--- config.mk ---
export PLATFORM = sky130hd
export DESIGN_NAME = lmem_01_sched
export DESIGN_NICKNAME = d
export VERILOG_FILES = /design/src/rtl/lmem_pkg.sv /design/src/rtl/lmem_01_addr_cnt.sv /design/src/rtl/lmem_01_sched.sv
export SDC_FILE = /design/constraint.sdc
export NUM_CORES = 1
export LEC_CHECK = 0
export CORE_ASPECT_RATIO = 0.7
export CORE_MARGIN = 2
export CORE_UTILIZATION = 25
export CTS_CLUSTER_DIAMETER = 80
export DETAILED_ROUTE_END_ITERATION = 7
export DONT_BUFFER_PORTS = 1
export MAX_ROUTING_LAYER = met4
export PLACE_DENSITY = 0.48
export SLEW_MARGIN = 30
export SYNTH_ARGS = -nofsm -noshare
export SYNTH_HDL_FRONTEND = slang
export SYNTH_SLANG_ARGS = --single-unit
--- constraint.sdc ---
create_clock -name clk -period 3.5 [get_ports clk]
set_clock_uncertainty 0.1 [all_clocks]
set_input_delay 0.525 -clock clk [delete_from_list [all_inputs] [get_ports clk]]
set_output_delay 0.525 -clock clk [all_outputs]
set_load 0.05 [all_outputs]
--- src/rtl/lmem_pkg.sv ---
// rtl/lmem_pkg.sv - shared constants and state type for the layer-0-to-layer-1 L-memory.
package lmem_pkg;

  localparam int P            = 26;
  localparam int NCYC         = 20;
  localparam int ADDRESSWIDTH = 5;
  localparam int RD_LAT       = 3;
  localparam int ITERW        = 5;
  localparam int Nb           = 16;
  localparam int Wt           = 2;

  typedef enum logic [1:0] {
    IDLE  = 2'd0,
    WRITE = 2'd1,
    READ  = 2'd2,
    DRAIN = 2'd3
  } state_t;

  // Counter width that stays at least one bit for a modulus of 1.
  function automatic int cnt_width(input int n);
    return (n > 1) ? $clog2(n) : 1;
  endfunction

endpackage

--- src/rtl/lmem_01_addr_cnt.sv ---
// rtl/lmem_01_addr_cnt.sv - up counter with enable, clear and terminal-count flag at N-1.
module lmem_01_addr_cnt #(
  parameter int N = 20,
  parameter int W = 5
) (
  input  logic         clk,
  input  logic         rst,
  input  logic         en,
  input  logic         clr,
  output logic [W-1:0] count,
  output logic         tc
);

  always_ff @(posedge clk or negedge rst) begin
    if (!rst) begin
      count <= '0;
    end else if (clr) begin
      count <= '0;
    end else if (en) begin
      count <= count + 1'b1;
    end
  end

  assign tc = (count == W'(N - 1));

endmodule

--- src/rtl/lmem_01_sched.sv ---
// rtl/lmem_01_sched.sv - write/read/feedback sequencer for the layer-0-to-layer-1 L-memory.
// LMEM01_EARLY_TERM_EN: syndrome_ok in the final DRAIN cycle ends the codeword early.
module lmem_01_sched #(
  parameter int ADDRESSWIDTH = lmem_pkg::ADDRESSWIDTH,
  parameter int NCYC         = lmem_pkg::NCYC,
  parameter int ITERW        = lmem_pkg::ITERW,
  parameter int RD_LAT       = lmem_pkg::RD_LAT
) (
  input  logic                    clk,
  input  logic                    rst,
  input  logic                    start,
  input  logic [ITERW-1:0]        max_iter,
  input  logic                    in_valid,
  output logic                    in_ready,
  input  logic                    rd_ready,
  input  logic                    syndrome_ok,
  output logic                    wr_en_regout,
  output logic                    rd_en_regout,
  output logic [ADDRESSWIDTH-1:0] rd_address_regout,
  output logic                    feedback_en_regout,
  output logic                    busy,
  output logic                    done,
  output logic [ITERW-1:0]        iter_count
);
  import lmem_pkg::*;

  localparam int CW = cnt_width(NCYC);
  localparam int DW = cnt_width(RD_LAT);

  state_t                  state, state_n;
  logic [ITERW-1:0]        max_q, max_n, iter_n;
  logic [ADDRESSWIDTH-1:0] addr_n;
  logic                    wr_n, rd_n, fb_n, done_n, busy_n;
  logic                    beat_en, beat_clr, addr_en, addr_clr, drn_en, drn_clr;
  logic                    beat_tc, addr_tc, drn_tc;
  logic [CW-1:0]           unused_beat_cnt, rd_cnt;
  logic [DW-1:0]           unused_drn_cnt;
  logic [ITERW:0]          iter_inc;
  logic                    lim_hit, finish;

  lmem_01_addr_cnt #(.N(NCYC), .W(CW)) u_beat_cnt (
    .clk(clk), .rst(rst), .en(beat_en), .clr(beat_clr), .count(unused_beat_cnt), .tc(beat_tc)
  );
  lmem_01_addr_cnt #(.N(NCYC), .W(CW)) u_addr_cnt (
    .clk(clk), .rst(rst), .en(addr_en), .clr(addr_clr), .count(rd_cnt), .tc(addr_tc)
  );
  lmem_01_addr_cnt #(.N(RD_LAT), .W(DW)) u_drain_cnt (
    .clk(clk), .rst(rst), .en(drn_en), .clr(drn_clr), .count(unused_drn_cnt), .tc(drn_tc)
  );

  assign iter_inc = {1'b0, iter_count} + 1'b1;
  assign lim_hit  = (iter_inc >= {1'b0, max_q});

`ifdef LMEM01_EARLY_TERM_EN
  assign finish = lim_hit | syndrome_ok;
`else
  logic unused_syndrome;
  assign unused_syndrome = syndrome_ok;
  assign finish          = lim_hit;
`endif

  assign in_ready = (state == WRITE);

  always_comb begin
    state_n  = state;
    max_n    = max_q;
    iter_n   = iter_count;
    addr_n   = rd_address_regout;
    fb_n     = feedback_en_regout;
    wr_n     = 1'b0;
    rd_n     = 1'b0;
    done_n   = 1'b0;
    beat_en  = 1'b0;
    beat_clr = 1'b0;
    addr_en  = 1'b0;
    addr_clr = 1'b0;
    drn_en   = 1'b0;
    drn_clr  = 1'b0;
    unique case (state)
      IDLE: begin
        fb_n = 1'b0;
        if (start) begin
          max_n    = (max_iter == '0) ? ITERW'(1) : max_iter;
          iter_n   = '0;
          beat_clr = 1'b1;
          addr_clr = 1'b1;
          drn_clr  = 1'b1;
          state_n  = WRITE;
        end
      end
      WRITE: begin
        if (in_valid) begin
          wr_n = 1'b1;
          if (beat_tc) begin
            beat_clr = 1'b1;
            addr_clr = 1'b1;
            state_n  = READ;
          end else begin
            beat_en = 1'b1;
          end
        end
      end
      READ: begin
        if (rd_ready) begin
          rd_n   = 1'b1;
          addr_n = ADDRESSWIDTH'(rd_cnt);
          if (addr_tc) begin
            addr_clr = 1'b1;
            drn_clr  = 1'b1;
            state_n  = DRAIN;
          end else begin
            addr_en = 1'b1;
          end
        end
      end
      DRAIN: begin
        if (drn_tc) begin
          drn_clr = 1'b1;
          iter_n  = iter_inc[ITERW-1:0];
          if (finish) begin
            done_n  = 1'b1;
            fb_n    = 1'b0;
            state_n = IDLE;
          end else begin
            fb_n     = 1'b1;
            beat_clr = 1'b1;
            state_n  = WRITE;
          end
        end else begin
          drn_en = 1'b1;
        end
      end
      default: state_n = IDLE;
    endcase
    busy_n = (state_n != IDLE);
  end

  always_ff @(posedge clk or negedge rst) begin
    if (!rst) begin
      state              <= IDLE;
      max_q              <= '0;
      iter_count         <= '0;
      rd_address_regout  <= '0;
      feedback_en_regout <= 1'b0;
      wr_en_regout       <= 1'b0;
      rd_en_regout       <= 1'b0;
      done               <= 1'b0;
      busy               <= 1'b0;
    end else begin
      state              <= state_n;
      max_q              <= max_n;
      iter_count         <= iter_n;
      rd_address_regout  <= addr_n;
      feedback_en_regout <= fb_n;
      wr_en_regout       <= wr_n;
      rd_en_regout       <= rd_n;
      done               <= done_n;
      busy               <= busy_n;
    end
  end

endmodule

==> flow_metrics.py, run 1 <==
metrics = {
    "floorplanning": {
        "dieArea_sq_um": 7500,
        "ios": 27,
        "die_width_microns": 103,
        "die_y_microns": 73.1,
        "start_util_pct": 25.6,
        "core_area_sq_um": 6660,
        "rows": 25,
    },
    "yosys": {
        "ys_seq_area_share_pct": 49.9,
        "synth_cells": 168,
        "yosysWarnings": 0,
        "synthMuxAreaShare_pct": 0.587,
        "synth_adder_area_share_pct": 6.61,
        "synth_top_family_by_area": "simple AND/OR/NAND/NOR gates",
        "synth-compound-area-share_pct": 12.6,
        "syn_area_per_cell_sq_um": 10.1,
        "synth-seq-cells": 34,
        "syn-cell-area_sq_um": 1700,
        "ys.flop_type": "dfrtp_1",
        "synth_cell_types": 46,
        "syn_nets": 188,
        "synthXorXnorAreaFrac_pct": 3.08,
        "synthSimpleGateAreaFrac_pct": 23.3,
        "postSynth.asyncResetShare_pct": 100,
        "synth_edf_count": 0,
    },
    "placement": {
        "numPortBuffers": 0,
        "place_area_sq_um": 1800,
        "globalplace.congestion": 0.782,
        "post-place-ws_ps": 792,
        "hpwlAfterDp_microns": 2450,
    },
    "setup_path": {
        "crit_arrival_ps": 2740,
        "criticalPathCategory": "reg2reg",
        "start_kind": "register",
        "r2r_slack_ps": 810,
        "crit_path_max_fanout": 6,
        "r2r_cells": 8,
        "worst_setup_path_end_kind": "register",
        "timing.rr.start": "iter_count[1]",
        "rr_endpoint": "u_beat_cnt.count[4]",
        "required_ps": 3550,
    },
    "timing": {
        "fmax_mhz": 372,
        "maxSlewHeadroom_pct": 36.8,
        "fin_tns_setup_ps": 0,
        "rsz0062_at_grt": "false",
        "worst_slack_ps": 814,
        "worst_slew_pin_slew_ps": 946,
        "min_period_over_period_pct": 76.7,
        "fin_crit_ps": 2690,
        "setup_viol": 0,
        "slew_viol_final": 0,
        "hold_viol": 0,
    },
    "route": {
        "drtIter0Drc": 64,
        "drt_first_pass_iters": 4,
        "drt-total-wl_microns": 3420,
        "drcViolationCount": 0,
        "avgViaCountPerCell": 4.37,
        "vias": 1180,
        "post_drt_wl_per_cell_microns": 12.7,
        "ant_nets": 0,
    },
    "layout": {
        "post-route-util_pct": 28.9,
        "layout-drive-gt1-share_pct": 14.8,
        "nets": 195,
        "area_delta_synth_final_pct": 12.8,
        "n_antenna_cell": 0,
        "finish.instance_area_sq_um": 1920,
    },
    "pwr": {
        "p_sw_share_pct": 34.6,
        "pwr-share-clk_pct": 26.4,
        "ir_drop_mv": 0.232,
        "power.leakage_nw": 0.916,
        "seqPwrFrac_pct": 48.4,
        "p_comb_share_pct": 25.2,
        "power.internal_w": 0.000737,
        "p_sw_w": 0.000390,
        "p_per_area_nw_per_um2": 586,
    },
    "grt": {
        "grt_usage_pct": 10.7,
        "antenna_found_initial": 0,
        "grt_pass1_vias": 1114,
        "grt_pass1_wl_microns": 5820,
        "gr-total-overflow": 0,
        "grt_max_degree": 35,
    },
    "run_status": {
        "status": "complete, no violations",
    },
    "clock_network": {
        "htreeDepth": 2,
        "cts_tree": "done",
        "post-cts-setup-buffers": 0,
        "ctsRootBufferMaster": "clkbuf_8",
        "insertion_delay_ps": 280,
        "cts.sinks": 34,
        "clk_path_buf_depth": 2,
        "path_clk_slew_ps": 70,
        "cts-buffers-inserted": 5,
    },
    "worst_hold_path": {
        "hp-start": "max_iter[3]",
        "holdPathEnd": "max_q[3]",
        "hold_path.class": "in2reg",
        "min_path_cells": 2,
    },
    "flow_run": {
        "drv_cap": 0,
    },
}
## layout by cell type (no fill, tap or decap), types with 2 or more instances in the layout
master / instances
a21o_2: 2
a21oi_1: 9
a22o_1: 4
a31o_2: 2
a31oi_1: 2
buf_4: 2
clkbuf_8: 6
clkinv_2: 2
dfrtp_1: 34
ha_1: 9
inv_1: 5
nand2_1: 27
nand3_1: 4
nand4_1: 3
nor2_1: 14
nor3_1: 10
o21ai_0: 6
xnor2_1: 2
xor2_1: 4
## worst max-delay path: stages (launching register included)
cell     delay (ps)
dfrtp_1         670
ha_1            320
nand3_1         110
xnor2_1         280
ha_1            300
a21oi_1         120
o21ai_1         120
nor3_2          420
nor3_1          110
## power by group through the flow
| stage | combinational, W | clock [W] | sequential [W] |
|---|---|---|---|
| floorplan | 0.000241 | 0 | 0.000537 |
| global placement | 0.000269 | 0 | 0.000552 |
| detailed placement | 0.000274 | 0 | 0.000554 |
| CTS | 0.000289 | 0.000311 | 0.000546 |
| global route | 0.000329 | 0.000338 | 0.000557 |
| finish | 0.000284 | 0.000297 | 0.000546 |
## layer usage
layer / vias up / GRT usage [%] / part of all wire, %
li1: 601 / - / -
met1: 553 / 16.2 / 56
met2: 21 / 12.7 / 38
met3: 5 / 3.83 / 4.6
met4: 0 / 3.56 / 1.3
met5: - / - / 0
## per-stage QoR
| step | hold slack, ps | instances | total power (W) |
|---|---|---|---|
| 2_1_floorplan | 129 | 168 | 0.000778 |
| 5_1_grt | 269 | 270 | 0.00122 |
| 4_1_cts | 256 | 270 | 0.00115 |
| 6_report | 260 | 270 | 0.00113 |
| 3_5_place_dp | 130 | 260 | 0.000828 |
| 3_3_place_gp | 130 | 260 | 0.000821 |
## cell type report
cell class	instances	area, sq um
clock inverter	1	5.00
clock buffer	7	86.3
inverter	7	30.0
multi-input combinational	123	788
fill	710	4740
tap	94	118
sequential	34	851
timing repair buffer	4	45.0
## how the worst max path moves through the flow
| stage | startpoint | endpoint | slack (ps) | cells after the start |
|---|---|---|---|---|
| 2_1_floorplan | iter_count[0] | u_beat_cnt.count[0] | 1100 | 8 |
| 5_1_grt | iter_count[1] | u_beat_cnt.count[1] | 580 | 8 |
| 6_report | iter_count[1] | u_beat_cnt.count[4] | 810 | 8 |
| 3_5_place_dp | iter_count[1] | u_beat_cnt.count[4] | 790 | 8 |
| 3_3_place_gp | iter_count[1] | u_beat_cnt.count[4] | 780 | 8 |
| 4_1_cts | iter_count[1] | u_beat_cnt.count[4] | 780 | 8 |
## registers in the layout, indices dropped and copies added, names as in the netlist
| name | count |
|---|---|
| rd_en_regout | 1 |
| rd_address_regout | 5 |
| u_addr_cnt.count | 5 |
| u_beat_cnt.count | 5 |
| feedback_en_regout | 1 |
| max_q | 5 |
| wr_en_regout | 1 |
| iter_count | 5 |
| state | 2 |
| busy | 1 |
| done | 1 |
| u_drain_cnt.count | 2 |
## synth_stat cells (2+ instances only)
library cell | instances | area [sq um]
dfrtp_1 | 34 | 851
nand2_1 | 27 | 101
nor2_1 | 14 | 52.6
nor3_1 | 10 | 50.1
a21oi_1 | 9 | 45.0
ha_1 | 9 | 113
o21ai_0 | 6 | 30.0
inv_1 | 5 | 18.8
a22o_1 | 4 | 35.0
nand3_1 | 4 | 20.0
xor2_1 | 4 | 35.0
nand4_1 | 3 | 18.8
a21o_2 | 2 | 17.5
a31o_2 | 2 | 17.5
a31oi_1 | 2 | 12.5
buf_6 | 2 | 22.5
xnor2_1 | 2 | 17.5
## cells by family (layout without fill, tap and decap cells)
| kind of cell | after synthesis | in the layout |
|---|---|---|
| compound gates | 32 | 32 |
| flops | 34 | 34 |
| simple gates | 75 | 75 |
| fa+ha+maj | 9 | 9 |
| xor+xnor | 6 | 6 |
| buf+inv | 11 | 19 |
| mux | 1 | 1 |
## repair_timing
action / 4_1_cts / 5_1_grt
gates resized for setup: 0 / 0
hold buffers: 2 / 0
hold endpoints to repair: 34 / 0
No activity file was read; power rests on OpenSTA's default activity.
==> run 2: changes to the inputs <==
==> constraint.sdc (replaced) <==
create_clock -name clk -period 2.8 [get_ports clk]
set_clock_uncertainty 0.1 [all_clocks]
set_input_delay 0.42 -clock clk [delete_from_list [all_inputs] [get_ports clk]]
set_output_delay 0.42 -clock clk [all_outputs]
set_load 0.05 [all_outputs]
==> run 2 against run 1 <==
- clock power rose by 30%
- global-route usage up 0.43 points
- die area stayed put
- routed wire length is 4.0% higher
- register-to-register slack got worse by 340 ps
- critical endpoint is now u_beat_cnt.count[1]
- largest cell class unchanged
==> flow_metrics.py, run 2 (same netlist as run 1, synthesis figures left out) <==
metrics = {
    "run_status": {
        "status": "complete, no violations",
    },
    "grt": {
        "grt_pass1_vias": 1136,
        "antenna_found_initial": 0,
        "gr-total-overflow": 0,
        "grt_pass1_wl_microns": 6030,
        "grt_max_degree": 35,
        "grt_usage_pct": 11.1,
    },
    "clock_network": {
        "cts-buffers-inserted": 5,
        "htreeDepth": 2,
        "cts_tree": "done",
        "ctsRootBufferMaster": "clkbuf_8",
        "cts_resized": 0,
        "clk_path_buf_depth": 2,
        "path_clk_slew_ps": 70,
        "post-cts-setup-buffers": 0,
        "postCtsHoldBufs": 2,
        "insertion_delay_ps": 290,
        "cts.sinks": 34,
    },
    "pwr": {
        "p_per_area_nw_per_um2": 729,
        "power.leakage_nw": 0.941,
        "ir_drop_mv": 0.251,
    },
    "timing": {
        "timing.hold.ws_ps": 149,
        "fin_crit_ps": 2330,
        "rsz0062_at_grt": "false",
        "fmax_mhz": 430,
        "slew_viol_final": 0,
        "worst_slack_ps": 473,
        "setup_viol": 0,
        "worst_slew_pin_slew_ps": 603,
        "min_period_over_period_pct": 83.1,
        "maxSlewHeadroom_pct": 59.5,
        "fin_tns_setup_ps": 0,
        "hold_viol": 0,
    },
    "layout": {
        "mostFrequentLayoutCell": "dfrtp_1",
        "stdcell_count": 275,
        "area_delta_synth_final_pct": 15.3,
        "nets": 200,
        "layout-drive-gt1-share_pct": 17.7,
        "final_cell_mix": "dfrtp_1 (34), nand2_1 (27), nor2_1 (14), nor3_1 (10)",
        "n_antenna_cell": 0,
        "post-route-util_pct": 29.5,
    },
    "route": {
        "vias": 1179,
        "ant_nets": 0,
        "post_drt_wl_per_cell_microns": 12.9,
        "drcViolationCount": 0,
        "drt-total-wl_microns": 3560,
        "drtIter0Drc": 42,
        "avgViaCountPerCell": 4.29,
        "drt_first_pass_iters": 4,
    },
    "floorplanning": {
        "start_util_pct": 25.6,
        "ios": 27,
        "die_width_microns": 103,
        "core_area_sq_um": 6660,
        "rows": 25,
        "die_y_microns": 73.1,
        "dieArea_sq_um": 7500,
    },
    "setup_path": {
        "worst_setup_path_end_kind": "register",
        "timing.rr.start": "iter_count[1]",
        "cpMostUsedCell": "ha_1",
        "path_cells": "ha_1 -> nand3_1 -> xnor2_1 -> ha_1 -> a21oi_1 -> o21ai_1 -> nor3_2 -> nor3_1",
        "required_ps": 2850,
        "crit_arrival_ps": 2380,
        "rr_endpoint": "u_beat_cnt.count[1]",
        "start_kind": "register",
        "cp_num_buf_inv": 0,
        "r2r_slack_ps": 470,
        "r2r_cells": 8,
        "slowest_stage": "nor3_2",
        "path_delay_family": "simple AND/OR/NAND/NOR gates",
        "slowest_delay_ps": 410,
        "criticalPathCategory": "reg2reg",
        "crit_path_max_fanout": 6,
    },
    "flow_run": {
        "drv_cap": 0,
    },
    "placement": {
        "globalplace.congestion": 0.753,
        "numPortBuffers": 0,
        "post-place-ws_ps": 497,
        "place_inst": 265,
        "hpwlAfterDp_microns": 2490,
    },
    "worst_hold_path": {
        "holdPathEnd": "max_q[1]",
        "hp-start": "max_iter[1]",
        "min_path_cells": 2,
        "hold_path.class": "in2reg",
    },
}
run 2: cell count changes in the layout (fill, tap and decap cells not counted), sizes merged:
| cell | before | now |
|---|---|---|
| clkinvlp | 0 | 1 |
| clkbuf | 7 | 6 |
| buf | 3 | 8 |
run 2: layout make-up:
cell class | count | area, sq um
Tap cell | 94 | 118
Sequential cell | 34 | 851
Inverter | 7 | 30.0
Fill cell | 710 | 4700
Clock inverter | 2 | 12.5
Clock buffer | 6 | 82.6
Multi-Input combinational cell | 123 | 788
Timing Repair Buffer | 9 | 82.6
run 2: routing by layer:
metal	global-route usage, %	vias up	share of wire (%)
met4	4.89	0	1.8
li1	-	614	-
met3	3.26	5	4.3
met5	-	-	0
met2	12.1	19	36
met1	17.7	541	58
run 2: worst max-delay path by stage:
stage | from | endpoint | depth (start not counted)
final | iter_count[1] | u_beat_cnt.count[1] | 8
after global routing | iter_count[1] | u_beat_cnt.count[3] | 8
after global placement | iter_count[1] | u_beat_cnt.count[4] | 8
after CTS | iter_count[1] | u_beat_cnt.count[1] | 8
after detailed placement | iter_count[1] | u_beat_cnt.count[1] | 8
after floorplan | iter_count[0] | u_beat_cnt.count[0] | 8
run 2: report_power, final:
| part | switching, W | internal (W) |
|---|---|---|
| combinational | 0.000214 | 0.000149 |
| clock | 0.000187 | 0.000198 |
| sequential | 0.000102 | 0.000582 |
| total | 0.000503 | 0.000928 |
run 2: through the flow:
| stage | total power, W | area (sq um) |
|---|---|---|
| after floorplan | 0.000972 | 1700 |
| after global placement | 0.00104 | 1840 |
| after detailed placement | 0.00104 | 1840 |
| after CTS | 0.00146 | 1960 |
| after global routing | 0.00155 | 1960 |
| final | 0.00143 | 1960 |
==> run 3: changes to the inputs <==
--- a/config.mk
+++ b/config.mk
@@ -12,7 +12,7 @@
 export DETAILED_ROUTE_END_ITERATION = 7
 export DONT_BUFFER_PORTS = 1
 export MAX_ROUTING_LAYER = met4
-export PLACE_DENSITY = 0.48
+export PLACE_DENSITY = 0.5
 export SLEW_MARGIN = 30
 export SYNTH_ARGS = -nofsm -noshare
 export SYNTH_HDL_FRONTEND = slang
==> constraint.sdc (replaced) <==
create_clock -name clk -period 2 [get_ports clk]
set_clock_uncertainty 0.1 [all_clocks]
set_input_delay 0.3 -clock clk [delete_from_list [all_inputs] [get_ports clk]]
set_output_delay 0.3 -clock clk [all_outputs]
set_load 0.05 [all_outputs]
==> run 3 against run 2 <==
- the run now ends with negative setup slack left
- total power up 48%
- global-route usage up 0.44 points
- worst hold slack got worse by 130 ps
- critical path depth up 1
- die area is the same
- critical path type unchanged
- sequential power increased by 41%
- register-to-register slack got worse by 490 ps
==> flow_metrics.py, run 3 (same netlist as run 1, synthesis figures left out) <==
metrics = {
    "timing": {
        "maxSlewHeadroom_pct": 66.9,
        "worst_slack_ps": -19.6,
        "fin_crit_ps": 2020,
        "fmax_mhz": 495,
        "setup_viol": 1,
        "fin_tns_setup_ps": -19.6,
        "rsz0062_at_grt": "true",
        "hold_viol": 0,
        "min_period_over_period_pct": 101,
        "slew_viol_final": 0,
        "worst_slew_pin_slew_ps": 496,
    },
    "setup_path": {
        "r2r_cells": 9,
        "rr_endpoint": "feedback_en_regout",
        "slowest_delay_ps": 430,
        "r2r_slack_ps": -20,
        "crit_arrival_ps": 2100,
        "path_cells": "ha_4 -> nand3_4 -> xnor2_4 -> ha_4 -> nand3_4 -> o21ai_4 -> nor3_4 -> buf_6 -> a31o_4",
        "start_kind": "register",
        "required_ps": 2080,
        "worst_setup_path_end_kind": "register",
        "timing.rr.start": "iter_count[0]",
        "crit_path_max_fanout": 6,
        "slowest_stage": "dfrtp_2",
        "criticalPathCategory": "reg2reg",
    },
    "clock_network": {
        "ctsRootBufferMaster": "clkbuf_8",
        "cts-buffers-inserted": 5,
        "path_clk_slew_ps": 80,
        "cts_tree": "done",
        "clk_path_buf_depth": 2,
        "cts.sinks": 34,
        "insertion_delay_ps": 290,
        "htreeDepth": 2,
    },
    "layout": {
        "fillers": 656,
        "layout-drive-gt1-share_pct": 31.4,
        "post-route-util_pct": 33.2,
        "final_cell_mix": "dfrtp_1 (30), nand2_1 (27), buf_4 (19), nor2_1 (14), nor3_1 (8)",
        "area_delta_synth_final_pct": 30.0,
        "mostFrequentLayoutCell": "dfrtp_1",
        "multiInputGateArea_sq_um": 945,
        "stdcell_count": 288,
        "n_antenna_cell": 0,
        "finish.instance_area_sq_um": 2210,
        "regArea_sq_um": 856,
        "nets": 213,
    },
    "grt": {
        "grt_usage_pct": 11.6,
        "antenna_found_initial": 0,
        "grt_max_degree": 35,
        "grt_pass1_wl_microns": 6240,
        "grt_pass1_vias": 1272,
        "gr-total-overflow": 0,
    },
    "run_status": {
        "violations": "negative setup slack",
        "status": "complete, but fails checks",
    },
    "placement": {
        "numPortBuffers": 0,
        "globalplace.congestion": 0.845,
        "place_area_sq_um": 1920,
        "place_inst": 272,
        "hpwlAfterDp_microns": 2580,
    },
    "pwr": {
        "p_comb_share_pct": 30.6,
        "power.leakage_nw": 1.02,
        "p_sw_share_pct": 36.7,
        "power.internal_w": 0.00134,
        "p_sw_w": 0.000775,
        "pwr-share-clk_pct": 23.9,
        "fin_total_pwr_w": 0.00211,
        "seqPwrFrac_pct": 45.5,
        "ir_drop_mv": 0.352,
        "p_per_area_nw_per_um2": 954,
    },
    "route": {
        "met1_length_microns": 2020,
        "dr_wl_met3_microns": 216,
        "drt-total-wl_microns": 3880,
        "top_layer": "met4",
        "wl_met2_microns": 1610,
        "vias": 1304,
        "drt_first_pass_iters": 4,
        "post_drt_wl_per_cell_microns": 13.5,
        "ant_nets": 0,
        "drtIter0Drc": 47,
        "avgViaCountPerCell": 4.53,
        "drcViolationCount": 0,
    },
    "worst_hold_path": {
        "min_path_cells": 2,
        "hp-start": "max_iter[1]",
        "holdPathEnd": "max_q[1]",
        "hold_path.class": "in2reg",
    },
    "floorplanning": {
        "core_area_sq_um": 6660,
        "die_y_microns": 73.1,
        "dieArea_sq_um": 7500,
        "ios": 27,
        "die_width_microns": 103,
        "start_util_pct": 25.6,
        "rows": 25,
    },
    "flow_run": {
        "drv_cap": 0,
    },
}
run 3: how the worst max path moves through the flow:
stage / from / endpoint / cells past startpoint
after floorplan: iter_count[0] / u_beat_cnt.count[0] / 8
after global placement: iter_count[0] / feedback_en_regout / 9
after detailed placement: iter_count[0] / feedback_en_regout / 9
after CTS: iter_count[0] / feedback_en_regout / 8
after global routing: iter_count[0] / u_beat_cnt.count[3] / 9
final: iter_count[0] / feedback_en_regout / 9
run 3: what timing repair did:
action / in CTS / in global routing
pin swaps: 16 / 11
setup buffers: 4 / 3
setup endpoints to repair: 8 / 9
hold buffers: 2 / 0
endpoints found under the hold margin: 34 / 0
resized for setup: 9 / 11
run 3: power groups by stage:
stage               Combinational [W]  Clock, W  Sequential, W
floorplan                    0.000431         0       0.000942
global placement             0.000499         0       0.000972
detailed placement           0.000506         0       0.000973
CTS                          0.000573  0.000518       0.000959
global route                 0.000717  0.000565       0.000982
finish                       0.000647  0.000505       0.000962
run 3: layer usage:
layer  vias up  track usage, %
met1       632            15.8
met3         5            4.50
li1        643               -
met5         -               -
met2        24            15.0
met4         0            4.74
run 3: layout make-up:
type / instances / area share, %
Multi-Input combinational cell: 123 / 42.7
Sequential cell: 34 / 38.6
Timing Repair Buffer: 22 / 8.31
Tap cell: 94 / 5.31
Clock buffer: 6 / 3.28
Inverter: 7 / 1.36
Clock inverter: 2 / 0.452
run 3: critical path, delay by kind of cell (launching register included):
family | cells | cell delay, ps
adders and majority gates | 2 | 480
AOI/OAI and AO/OA | 2 | 380
DFF | 1 | 430
xor gates and xnor gates | 1 | 160
and+or+nand+nor | 3 | 220
buffers and inverters | 1 | 150
run 3: metrics by stage:
stage,hold slack [ps],worst slack [ps]
3_3_place_gp,-95.0,-56.5
6_report,21.1,-19.6
5_1_grt,23.0,-94.7
3_5_place_dp,-94.8,-56.4
4_1_cts,15.3,-38.0
2_1_floorplan,-95.6,-142
